`src/rtl/alu_mc_pkg.sv`:
```
// Shared definitions for the multi-cycle ALU: opcode map, control FSM encoding and
// opcode-class decode helpers used by both the top level and the iterative core.
package alu_mc_pkg;

   // Base operation set (bit 4 clear)
   localparam logic [4:0] OpAdd    = 5'h01;
   localparam logic [4:0] OpSub    = 5'h02;
   localparam logic [4:0] OpSll    = 5'h03;
   localparam logic [4:0] OpSlt    = 5'h04;
   localparam logic [4:0] OpSltu   = 5'h05;
   localparam logic [4:0] OpSrl    = 5'h06;
   localparam logic [4:0] OpSra    = 5'h07;
   localparam logic [4:0] OpXor    = 5'h08;
   localparam logic [4:0] OpOr     = 5'h09;
   localparam logic [4:0] OpAnd    = 5'h0A;
   localparam logic [4:0] OpLui    = 5'h0B;
   localparam logic [4:0] OpAuipc  = 5'h0C;

   // M-extension set
   localparam logic [4:0] OpMul    = 5'h10;
   localparam logic [4:0] OpMulh   = 5'h11;
   localparam logic [4:0] OpMulhsu = 5'h12;
   localparam logic [4:0] OpMulhu  = 5'h13;
   localparam logic [4:0] OpDiv    = 5'h14;
   localparam logic [4:0] OpDivu   = 5'h15;
   localparam logic [4:0] OpRem    = 5'h16;
   localparam logic [4:0] OpRemu   = 5'h17;

   typedef enum logic [1:0] {
      StIdle = 2'd0,
      StMul  = 2'd1,
      StDiv  = 2'd2,
      StDone = 2'd3
   } alu_state_e;

   // 0x10..0x17
   function automatic logic is_m_op(input logic [4:0] op);
      return op[4:3] == 2'b10;
   endfunction

   // 0x14..0x17
   function automatic logic is_div_op(input logic [4:0] op);
      return op[4:2] == 3'b101;
   endfunction

   function automatic logic is_rem_op(input logic [4:0] op);
      return (op == OpRem) || (op == OpRemu);
   endfunction

   function automatic logic is_signed_div(input logic [4:0] op);
      return (op == OpDiv) || (op == OpRem);
   endfunction

   // Operand A is two's complement for these opcodes
   function automatic logic op_a_signed(input logic [4:0] op);
      return (op == OpMul) || (op == OpMulh) || (op == OpMulhsu) ||
             (op == OpDiv) || (op == OpRem);
   endfunction

   // Operand B is two's complement for these opcodes (MULHSU treats B as unsigned)
   function automatic logic op_b_signed(input logic [4:0] op);
      return (op == OpMul) || (op == OpMulh) || (op == OpDiv) || (op == OpRem);
   endfunction

endpackage

```
`src/rtl/alu_mc_muldiv_iter.sv`:
```
// Iterative multiply/divide core. Works on operand magnitudes: one shift-add or
// restoring-subtract step per cycle for WIDTH cycles, then applies the sign fix.
// The result is presented combinationally alongside o_done so the caller can register
// it on the same edge that retires the last iteration.
module alu_mc_muldiv_iter
   import alu_mc_pkg::*;
#(
   parameter int unsigned WIDTH   = 32,
   parameter int unsigned SHAMT_W = $clog2(WIDTH)
) (
   input  logic             clk,
   input  logic             rst,
   input  logic             i_start,
   input  logic [4:0]       i_op,
   input  logic [WIDTH-1:0] i_a,
   input  logic [WIDTH-1:0] i_b,
   output logic             o_busy,
   output logic             o_done,
   output logic [WIDTH-1:0] o_result
);

   localparam logic [SHAMT_W-1:0] LastIter = SHAMT_W'(WIDTH - 1);

   logic                 r_busy;
   logic [SHAMT_W-1:0]   r_cnt;
   logic [4:0]           r_op;
   logic                 r_is_div;
   logic                 r_neg_main;   // product / quotient must be negated
   logic                 r_neg_rem;    // remainder must be negated (follows sign of A)
   logic [2*WIDTH-1:0]   r_prod;
   logic [2*WIDTH-1:0]   r_mcand;
   logic [WIDTH-1:0]     r_mplier;
   logic [WIDTH-1:0]     r_rem;
   logic [WIDTH-1:0]     r_quo;
   logic [WIDTH-1:0]     r_dvs;

   logic                 w_a_neg;
   logic                 w_b_neg;
   logic [WIDTH-1:0]     w_a_mag;
   logic [WIDTH-1:0]     w_b_mag;

   logic [2*WIDTH-1:0]   w_prod_d;
   logic [WIDTH:0]       w_shift;
   logic [WIDTH:0]       w_sub;
   logic                 w_ge;
   logic [WIDTH-1:0]     w_rem_d;
   logic [WIDTH-1:0]     w_quo_d;

   logic [2*WIDTH-1:0]   w_prod_fix;
   logic [WIDTH-1:0]     w_quo_fix;
   logic [WIDTH-1:0]     w_rem_fix;

   // Convert incoming operands to magnitudes according to opcode signedness
   always_comb begin
      w_a_neg = op_a_signed(i_op) && i_a[WIDTH-1];
      w_b_neg = op_b_signed(i_op) && i_b[WIDTH-1];
      w_a_mag = w_a_neg ? -i_a : i_a;
      w_b_mag = w_b_neg ? -i_b : i_b;
   end

   // One multiply step and one restoring-divide step, computed from the current state.
   // Since the remainder is always below the divisor, bit WIDTH of w_sub is a pure borrow.
   always_comb begin
      w_prod_d = r_mplier[0] ? (r_prod + r_mcand) : r_prod;
      w_shift  = {r_rem, r_quo[WIDTH-1]};
      w_sub    = w_shift - {1'b0, r_dvs};
      w_ge     = ~w_sub[WIDTH];
      w_rem_d  = w_ge ? w_sub[WIDTH-1:0] : w_shift[WIDTH-1:0];
      w_quo_d  = {r_quo[WIDTH-2:0], w_ge};
   end

   // Sign fix and half/quotient/remainder selection on the post-step values
   always_comb begin
      w_prod_fix = r_neg_main ? -w_prod_d : w_prod_d;
      w_quo_fix  = r_neg_main ? -w_quo_d  : w_quo_d;
      w_rem_fix  = r_neg_rem  ? -w_rem_d  : w_rem_d;
      o_result   = '0;
      if (r_is_div) begin
         o_result = is_rem_op(r_op) ? w_rem_fix : w_quo_fix;
      end else if (r_op == OpMul) begin
         o_result = w_prod_fix[WIDTH-1:0];
      end else begin
         o_result = w_prod_fix[2*WIDTH-1:WIDTH];
      end
   end

   assign o_busy = r_busy;
   assign o_done = r_busy && (r_cnt == LastIter);

   // Operand capture on start, then WIDTH iterations; reset aborts any run in flight
   always_ff @(posedge clk) begin
      if (rst) begin
         r_busy     <= 1'b0;
         r_cnt      <= '0;
         r_op       <= '0;
         r_is_div   <= 1'b0;
         r_neg_main <= 1'b0;
         r_neg_rem  <= 1'b0;
         r_prod     <= '0;
         r_mcand    <= '0;
         r_mplier   <= '0;
         r_rem      <= '0;
         r_quo      <= '0;
         r_dvs      <= '0;
      end else if (i_start) begin
         r_busy     <= 1'b1;
         r_cnt      <= '0;
         r_op       <= i_op;
         r_is_div   <= is_div_op(i_op);
         r_neg_main <= w_a_neg ^ w_b_neg;
         r_neg_rem  <= w_a_neg;
         r_prod     <= '0;
         r_mcand    <= {{WIDTH{1'b0}}, w_a_mag};
         r_mplier   <= w_b_mag;
         r_rem      <= '0;
         r_quo      <= w_a_mag;
         r_dvs      <= w_b_mag;
      end else if (r_busy) begin
         r_prod   <= w_prod_d;
         r_mcand  <= r_mcand << 1;
         r_mplier <= r_mplier >> 1;
         r_rem    <= w_rem_d;
         r_quo    <= w_quo_d;
         if (r_cnt == LastIter) begin
            r_cnt  <= '0;
            r_busy <= 1'b0;
         end else begin
            r_cnt <= r_cnt + SHAMT_W'(1);
         end
      end
   end

endmodule

```
`src/rtl/alu_mc.sv`:
```
// Multi-cycle RV32I/M ALU. Base operations complete in one registered cycle with full
// throughput; M-extension operations run on the iterative core while the input side
// is stalled. Valid/ready handshakes on both sides; the output register holds under
// backpressure and may be refilled on the same edge it is drained.
module alu_mc
   import alu_mc_pkg::*;
#(
   parameter int unsigned WIDTH   = 32,
   parameter int unsigned SHAMT_W = $clog2(WIDTH)
) (
   input  logic             clk,
   input  logic             rst,
   input  logic             in_valid,
   output logic             in_ready,
   input  logic [WIDTH-1:0] data1_in,
   input  logic [WIDTH-1:0] data2_in,
   input  logic [4:0]       select_alu,
   output logic             out_valid,
   input  logic             out_ready,
   output logic [WIDTH-1:0] data_out,
   output logic             zero
);

   localparam logic [WIDTH-1:0] MinNeg  = {1'b1, {(WIDTH-1){1'b0}}};
   localparam logic [WIDTH-1:0] AllOnes = {WIDTH{1'b1}};

   alu_state_e         r_state;
   logic               r_out_valid;
   logic [WIDTH-1:0]   r_data;
   logic               r_zero;

   logic               w_accept;
   logic               w_start;
   logic               w_core_busy;
   logic               w_core_done;
   logic [WIDTH-1:0]   w_core_res;
   logic [SHAMT_W-1:0] w_shamt;
   logic [WIDTH-1:0]   w_base_res;
   logic               w_div_by_zero;
   logic               w_div_ovf;
   logic               w_div_special;
   logic [WIDTH-1:0]   w_special_res;
   logic [WIDTH-1:0]   w_imm_res;

   assign in_ready  = (r_state == StIdle) && !w_core_busy && (!r_out_valid || out_ready);
   assign w_accept  = in_valid && in_ready;
   assign out_valid = r_out_valid;
   assign data_out  = r_data;
   assign zero      = r_zero;

   // Single-cycle base operation datapath
   always_comb begin
      w_shamt    = data2_in[SHAMT_W-1:0];
      w_base_res = '0;
      case (select_alu)
         OpAdd, OpAuipc: w_base_res = data1_in + data2_in;
         OpSub:          w_base_res = data1_in - data2_in;
         OpSll:          w_base_res = data1_in << w_shamt;
         OpSlt:          w_base_res = {{(WIDTH-1){1'b0}}, ($signed(data1_in) < $signed(data2_in))};
         OpSltu:         w_base_res = {{(WIDTH-1){1'b0}}, (data1_in < data2_in)};
         OpSrl:          w_base_res = data1_in >> w_shamt;
         OpSra:          w_base_res = $unsigned($signed(data1_in) >>> w_shamt);
         OpXor:          w_base_res = data1_in ^ data2_in;
         OpOr:           w_base_res = data1_in | data2_in;
         OpAnd:          w_base_res = data1_in & data2_in;
         OpLui:          w_base_res = data2_in;
         default:        w_base_res = '0;
      endcase
   end

   // Divide corner cases bypass the iterative core and complete like a base op
   always_comb begin
      w_div_by_zero = (data2_in == '0);
      w_div_ovf     = is_signed_div(select_alu) && (data1_in == MinNeg) && (data2_in == AllOnes);
      w_div_special = is_div_op(select_alu) && (w_div_by_zero || w_div_ovf);
      if (w_div_by_zero) begin
         w_special_res = is_rem_op(select_alu) ? data1_in : AllOnes;
      end else begin
         w_special_res = is_rem_op(select_alu) ? '0 : MinNeg;
      end
      w_imm_res = w_div_special ? w_special_res : w_base_res;
      w_start   = w_accept && is_m_op(select_alu) && !w_div_special;
   end

   alu_mc_muldiv_iter #(
      .WIDTH   (WIDTH),
      .SHAMT_W (SHAMT_W)
   ) u_muldiv (
      .clk      (clk),
      .rst      (rst),
      .i_start  (w_start),
      .i_op     (select_alu),
      .i_a      (data1_in),
      .i_b      (data2_in),
      .o_busy   (w_core_busy),
      .o_done   (w_core_done),
      .o_result (w_core_res)
   );

   // Control FSM with the registered result; zero is always written together with data_out.
   // An M op is only accepted once the output register is drained, and nothing else can
   // load it while the core runs, so the completing result never overwrites a pending one.
   always_ff @(posedge clk) begin
      if (rst) begin
         r_state     <= StIdle;
         r_out_valid <= 1'b0;
         r_data      <= '0;
         r_zero      <= 1'b1;
      end else begin
         if (r_out_valid && out_ready) begin
            r_out_valid <= 1'b0;
         end
         case (r_state)
            StIdle: begin
               if (w_accept) begin
                  if (w_start) begin
                     r_state <= is_div_op(select_alu) ? StDiv : StMul;
                  end else begin
                     r_out_valid <= 1'b1;
                     r_data      <= w_imm_res;
                     r_zero      <= (w_imm_res == '0);
                  end
               end
            end
            StMul, StDiv: begin
               if (w_core_done) begin
                  r_out_valid <= 1'b1;
                  r_data      <= w_core_res;
                  r_zero      <= (w_core_res == '0);
                  r_state     <= StDone;
               end
            end
            StDone: begin
               r_state <= StIdle;
            end
            default: begin
               r_state <= StIdle;
            end
         endcase
      end
   end

endmodule

```
`config.mk`:
```
export PLATFORM = sky130hd
export DESIGN_NAME = alu_mc
export DESIGN_NICKNAME = d
export VERILOG_FILES = /design/src/rtl/alu_mc_pkg.sv /design/src/rtl/alu_mc_muldiv_iter.sv /design/src/rtl/alu_mc.sv
export SDC_FILE = /design/constraint.sdc
export NUM_CORES = 2
export LEC_CHECK = 0
export CAP_MARGIN = 30
export CORE_ASPECT_RATIO = 1.2
export CORE_MARGIN = 1.5
export CORE_UTILIZATION = 40
export CTS_CLUSTER_DIAMETER = 50
export CTS_CLUSTER_SIZE = 25
export DETAILED_ROUTE_END_ITERATION = 12
export GPL_ROUTABILITY_DRIVEN = 1
export PLACE_DENSITY = 0.63
export RECOVER_POWER = 100
export SKIP_LAST_GASP = 1
export SYNTH_ARGS = -nofsm -noshare
export SYNTH_HDL_FRONTEND = slang
export SYNTH_HIERARCHICAL = 1
export SYNTH_SLANG_ARGS = --single-unit
```
`constraint.sdc`:
```
create_clock -name clk -period 12.35 [get_ports clk]
set_input_delay 1.8525 -clock clk [delete_from_list [all_inputs] [get_ports clk]]
set_output_delay 1.8525 -clock clk [all_outputs]
set_load 0.1 [all_outputs]
```
# ---- Word-level counts from Yosys, hierarchy flattened
# Cells that the tools add are included.
# Widths: inputs -> output; s select.
dict set report totals {
  register_bits 306
  in_bits 73
  word_cells 150
}
dict set report op_classes {
  add_sub_neg 10
  order_cmp 2
  n_eq_ne 33
  shifts 3
  n_mux 43
  bitwise 5
  reduce_logical 37
}
# operator n
set op_table {}
lappend op_table {{$mux 32} 21}
lappend op_table {{$pmux 32 s11} 1}
lappend op_table {{$mux 64} 2}
lappend op_table {{$neg 32->32} 4}
lappend op_table {{$logic_not 32->1} 3}
lappend op_table {{$add 64x64->64} 1}
lappend op_table {{$eq 32x32->1 const B} 2}
lappend op_table {{$lt 32x32->1} 2}
lappend op_table {{$neg 64->64} 1}
lappend op_table {{$pmux 32 s2} 1}
lappend op_table {{$eq 5x5->1 const B} 10}
lappend op_table {{$sub 33x32->33} 1}
lappend op_table {{$add 32x32->32} 1}
lappend op_table {{$and 32x32->32} 1}
lappend op_table {{$or 32x32->32} 1}
lappend op_table {{$shl 32x5->32} 1}
lappend op_table {{$shr 32x5->32} 1}
lappend op_table {{$sshr 32x5->32} 1}
lappend op_table {{$sub 32x32->32} 1}
lappend op_table {{$xor 32x32->32} 1}
lappend op_table {{$eq 5x4->1 const B} 5}
lappend op_table {{$eq 5x3->1 const B} 4}
lappend op_table {{$logic_and 1x1->1} 12}
lappend op_table {{$logic_or 1x1->1} 11}
lappend op_table {{21 further kinds} 44}

# ---- Longest topological paths before layout
dict set report depth {
  depth_word 11
  ltp_mapped 32
}

# ---- Modules after synthesis
# Netlist, hierarchy kept.
# module instances cells_each area_per_inst_um2
set modules_own_cells {}
lappend modules_own_cells {alu_mc_muldiv_iter 1 3167 23669.0}
lappend modules_own_cells {alu_mc 1 1785 12411.9}

# ---- Least setup slack after synthesis
# Ideal clock, no wire load.
dict set report synth_path {
  path_kind {input to output}
  start {input port out_ready}
  end {output port in_ready}
  arrival_time_ns 4.218
  t_required_ns 10.498
  setup_slack_ns 6.280
  path_stages 2
  cell_sequence {nor2b_1 nor3b_1}
}
dict set report synth_between {
  elab_chain_len 2
}
# item line
set synth_lines {}
lappend synth_lines {{start, declared} alu_mc.sv:19} ;# input logic out_ready,
lappend synth_lines {{$logic_or 1x1->1} alu_mc.sv:45} ;# assign in_ready = (r_state == StIdle) && !w_core_busy && (!r_out_valid || out_ready);
lappend synth_lines {{$logic_and 1x1->1} alu_mc.sv:45}
lappend synth_lines {{end, declared} alu_mc.sv:14} ;# output logic in_ready,
# No other way between the ends.

# ---- Worst setup path in the final report
dict set report layout_path {
  start {input port data2_in[0]}
  end {register u_muldiv.r_quo[31]}
}
dict set report layout_between {
  elab_chain_len 7
  word_cells_on_any_way 9
}
# item line
set layout_lines {}
lappend layout_lines {{start, declared} alu_mc.sv:16} ;# input logic [WIDTH-1:0] data2_in,
lappend layout_lines {{$eq 32x32->1} alu_mc.sv:74} ;# w_div_ovf = is_signed_div(select_alu) && (data1_in == MinNeg) && (data2_in == AllOnes);
lappend layout_lines {{$logic_and 1x1->1} alu_mc.sv:74}
lappend layout_lines {{$logic_or 1x1->1 (*)} alu_mc.sv:75} ;# w_div_special = is_div_op(select_alu) && (w_div_by_zero || w_div_ovf);
lappend layout_lines {{$logic_and 1x1->1 (*)} alu_mc.sv:75}
lappend layout_lines {{$logic_not 1->1 (*)} alu_mc.sv:82} ;# w_start = w_accept && is_m_op(select_alu) && !w_div_special;
lappend layout_lines {{$logic_and 1x1->1 (*)} alu_mc.sv:82}
lappend layout_lines {{net w_start} alu_mc.sv:33} ;# logic w_start;
lappend layout_lines {{$mux 32 / $reduce_bool 2->1 (equally long branches)} n/a}
lappend layout_lines {{end signal, assigned} alu_mc_muldiv_iter.sv:116} ;# r_quo <= w_a_mag;
lappend layout_lines {{end signal, assigned} alu_mc_muldiv_iter.sv:123} ;# r_quo <= w_quo_d;
lappend layout_lines {{end, declared} alu_mc_muldiv_iter.sv:34} ;# logic [WIDTH-1:0] r_quo;
# The timed path passes the listed nets; every way through them passes the cells marked *.
# A chain may end at the register's enable or synchronous reset.

==> impl_metrics.yaml <==
worst_setup_path:
  crit_fanout: 45
  r2r_start: "u_muldiv/r_quo[31]"
  critPathLaunchType: "input pin"
  required_ps: 12810
  startpoint: "data2_in[0]"
  worst-endpoint-arrival_ps: 10300
  crit_type: "in2reg"
  crit_path_end_kind: "register"
floorplanning:
  core-area_mm2: 0.08934
  rows: 120
  die_area_mm2: 0.09202
  die_w_um: 277.2
  start_util_pct: 40.39
  io_pins: 108
  die_h_um: 332
status:
  violations: "capacitance limit, slew limit"
  outcome: "finished, violations left"
logic_synthesis:
  ys_seq_area_share_pct: 16.98
  netlist_area_mm2: 0.03608
  synth_warnings: 6
  yosysUniqueCellTypes: 111
  synth-edff-count: 0
  synthTopCellsByArea: "dfxtp_1 17%, ha_1 7.2%, mux2i_1 6.5%"
  synth-seq-cells: 306
  synth-async-reset-ratio_pct: 0
  ys.flop_type: "dfxtp_1"
  yosys.area.top_type: "dfxtp_1"
  avgSynthCellArea_um2: 7.286
  syn-num-nets: 5237
  synth_cells: 4952
  synthDominantCellAreaShare_pct: 16.98
finish:
  nets: 5150
  final_core_util_pct: 44.69
  syn_to_final_growth_pct: 10.65
  drive_gt1_share_pct: 8.218
place:
  gp_congestion: 1.073
  port_buffers: 107
  dp_hpwl_mm: 145.5
power:
  power_density_mw_per_mm2: 159.7
  power.leakage_nw: 15.18
  ir_drop_v: 0.0001320
grt:
  antenna_found_initial: 14
  grt_overflow: 0
  grt_usage_pct: 39.55
  grt_pass1_vias: 39060
  grt_pass1_wl_mm: 271.0
  grt_max_degree: 80
clocking:
  clk_pin_slew_ps: 60
  tritoncts: "yes"
  clock-sinks: 306
  ctsHoldBuffers: 0
  cts_buffer_depth: 3
  htreeDepth: 2
  cts_setup_buffers: 0
  cts-root-buf: "clkbuf_16"
  cts_resized: 0
  cts_inserted_buffers: 48
  insertion_delay_ps: 660
drt:
  drt_wl_total_mm: 188.7
  avgRoutedWirePerCell_um: 31.10
  drc: 0
  ant_nets: 0
  first_pass_iters: 9
  drt_iter0_drc: 4277
  avgViaCountPerCell: 6.711
  routed-via-count: 40720
timing:
  finalCritPeriodShare_pct: 79.69
  maxSlewHeadroom_pct: -88.51
  final-hold-violation-count: 0
  fin_setup_tns_ps: 0
  finClkSkew_ps: 63.44
  rsz0062_at_grt: "false"
  worst_pin_slew_ps: 2828
  finalSetupViolations: 0
  layout_min_cycle_time_ps: 9842
  slew_viol_final: 128
  max_freq_mhz: 101.6
worst_hold_path:
  hp-class: "reg2reg"
  hold_start: "data_out[11]"
job:
  drv_cap: 4
==> critical path: stages <==
cell and delay [ps]:
buf_4 510, clkbuf_1 1730, nor4_1 210, nand4_1 230
nor3_1 70, buf_4 260, o21bai_1 260, nor3b_1 840
nand3_1 300, inv_1 610, or2_0 2000, o21ai_0 680
a21oi_1 550, a211oi_1 100
==> cells by family after synthesis <==
logic type	after synthesis	synth area share, %
muxes	325	10.68
and+or+nand+nor	1704	23.24
buffers and inverters	563	6.096
DFF	306	16.98
AOI/OAI and AO/OA	1648	30.86
adders and majority gates	212	7.435
xor gates and xnor gates	194	4.709
==> per-stage QoR <==
stage          hold slack [ps]  cell area, um2  setup slack, ps  power, W  instances
2_1_floorplan            446.7           36080             6280  0.003682       4952
3_3_place_gp             447.0           38030             4881  0.004770       5960
3_5_place_dp             447.4           38160             4829  0.004808       5968
4_1_cts                  464.1           39910             4852  0.006305       6057
5_1_grt                  487.8           39910             2129  0.006654       6064
6_report                 459.5           39920             2508  0.006374       6068
==> layer usage <==
layer	vias to the layer above	share of wire, %	track usage (%)
li1	18460	-	-
met1	19480	35	41.67
met2	2005	46	65.76
met3	765	7.1	7.365
met4	10	12	38.78
met5	-	0.033	0
==> state kept, by name (all words and copies together) (netlist names) <==
name and count:
zero 1, u_muldiv/o_busy 1, u_muldiv/r_quo 32, data_out 32, u_muldiv/r_neg_rem 1, u_muldiv/r_prod 64
u_muldiv/r_neg_main 1, u_muldiv/r_op 5, u_muldiv/r_is_div 1, r_state 2, out_valid 1, u_muldiv/r_cnt 5
u_muldiv/r_rem 32, u_muldiv/r_mplier 32, u_muldiv/r_dvs 32, u_muldiv/r_mcand 64
==> cell usage in the layout, fill, tap and decap left out, types with 51 or more instances in the layout <==
cell and instances:
mux2i_1 235, a21oi_1 429, nor4_1 76, o21ai_0 257, nand3_1 84, nor2_1 528
or3_1 54, nand2_1 390, dfxtp_1 303, nand4_1 112, nand2b_1 53, a211oi_1 155
ha_1 208, xnor2_1 97, o211ai_1 55, o31ai_1 67, nor3_1 134, a21boi_0 90
xor2_1 97, inv_1 182, buf_4 121, clkdlybuf4s50_1 65, and3_1 51, a21o_1 53
==> synthesized netlist by cell type, drive strengths merged, types with 23 or more instances <==
library cell	instances
o31ai	68
a21o	53
o21bai	24
nand2b	53
mux2i	235
and2	35
a31oi	47
dfxtp	306
mux2	48
o21ai	292
and3	52
a21boi	93
or3	57
clkbuf	287
nor2b	47
a221oi	29
a211oi	158
xor2	97
nor4	81
o221ai	31
mux4	42
a21oi	438
nor3	139
nand3	85
nand2	390
or2	23
or4	27
nand4	112
nor2	528
o21a	45
buf	88
o22ai	45
xnor2	97
inv	187
a2111oi	32
o211ai	57
ha	208
==> path summary, 6_finish.rpt <==
check / end / slack (ps) / cells after the start
setup / recovery: u_muldiv/r_quo[31] / 2510 / 14
hold reg to reg: data_out[11] / 460 / 2
hold / removal: data_out[11] / 460 / 2
setup reg to reg: zero / 4720 / 29
==> area by class of cell <==
| type | count | area [um2] |
|---|---|---|
| fill | 9212 | 49410 |
| multi-input combinational | 4083 | 27780 |
| sequential | 306 | 6135 |
| timing repair buffer | 238 | 2083 |
| tap | 1159 | 1450 |
| clock buffer | 51 | 1222 |
| inverter | 188 | 706.9 |
| clock inverter | 38 | 530.5 |
| antenna | 5 | 12.51 |
==> where the power goes <==
part           total, W  internal [W]  switching, W  leakage [nW]
Sequential      0.00126       0.00112      0.000146          2.49
Clock           0.00148      0.000835      0.000646         0.846
Combinational   0.00363       0.00116       0.00247          11.8
(Power assumes the default switching activity.)
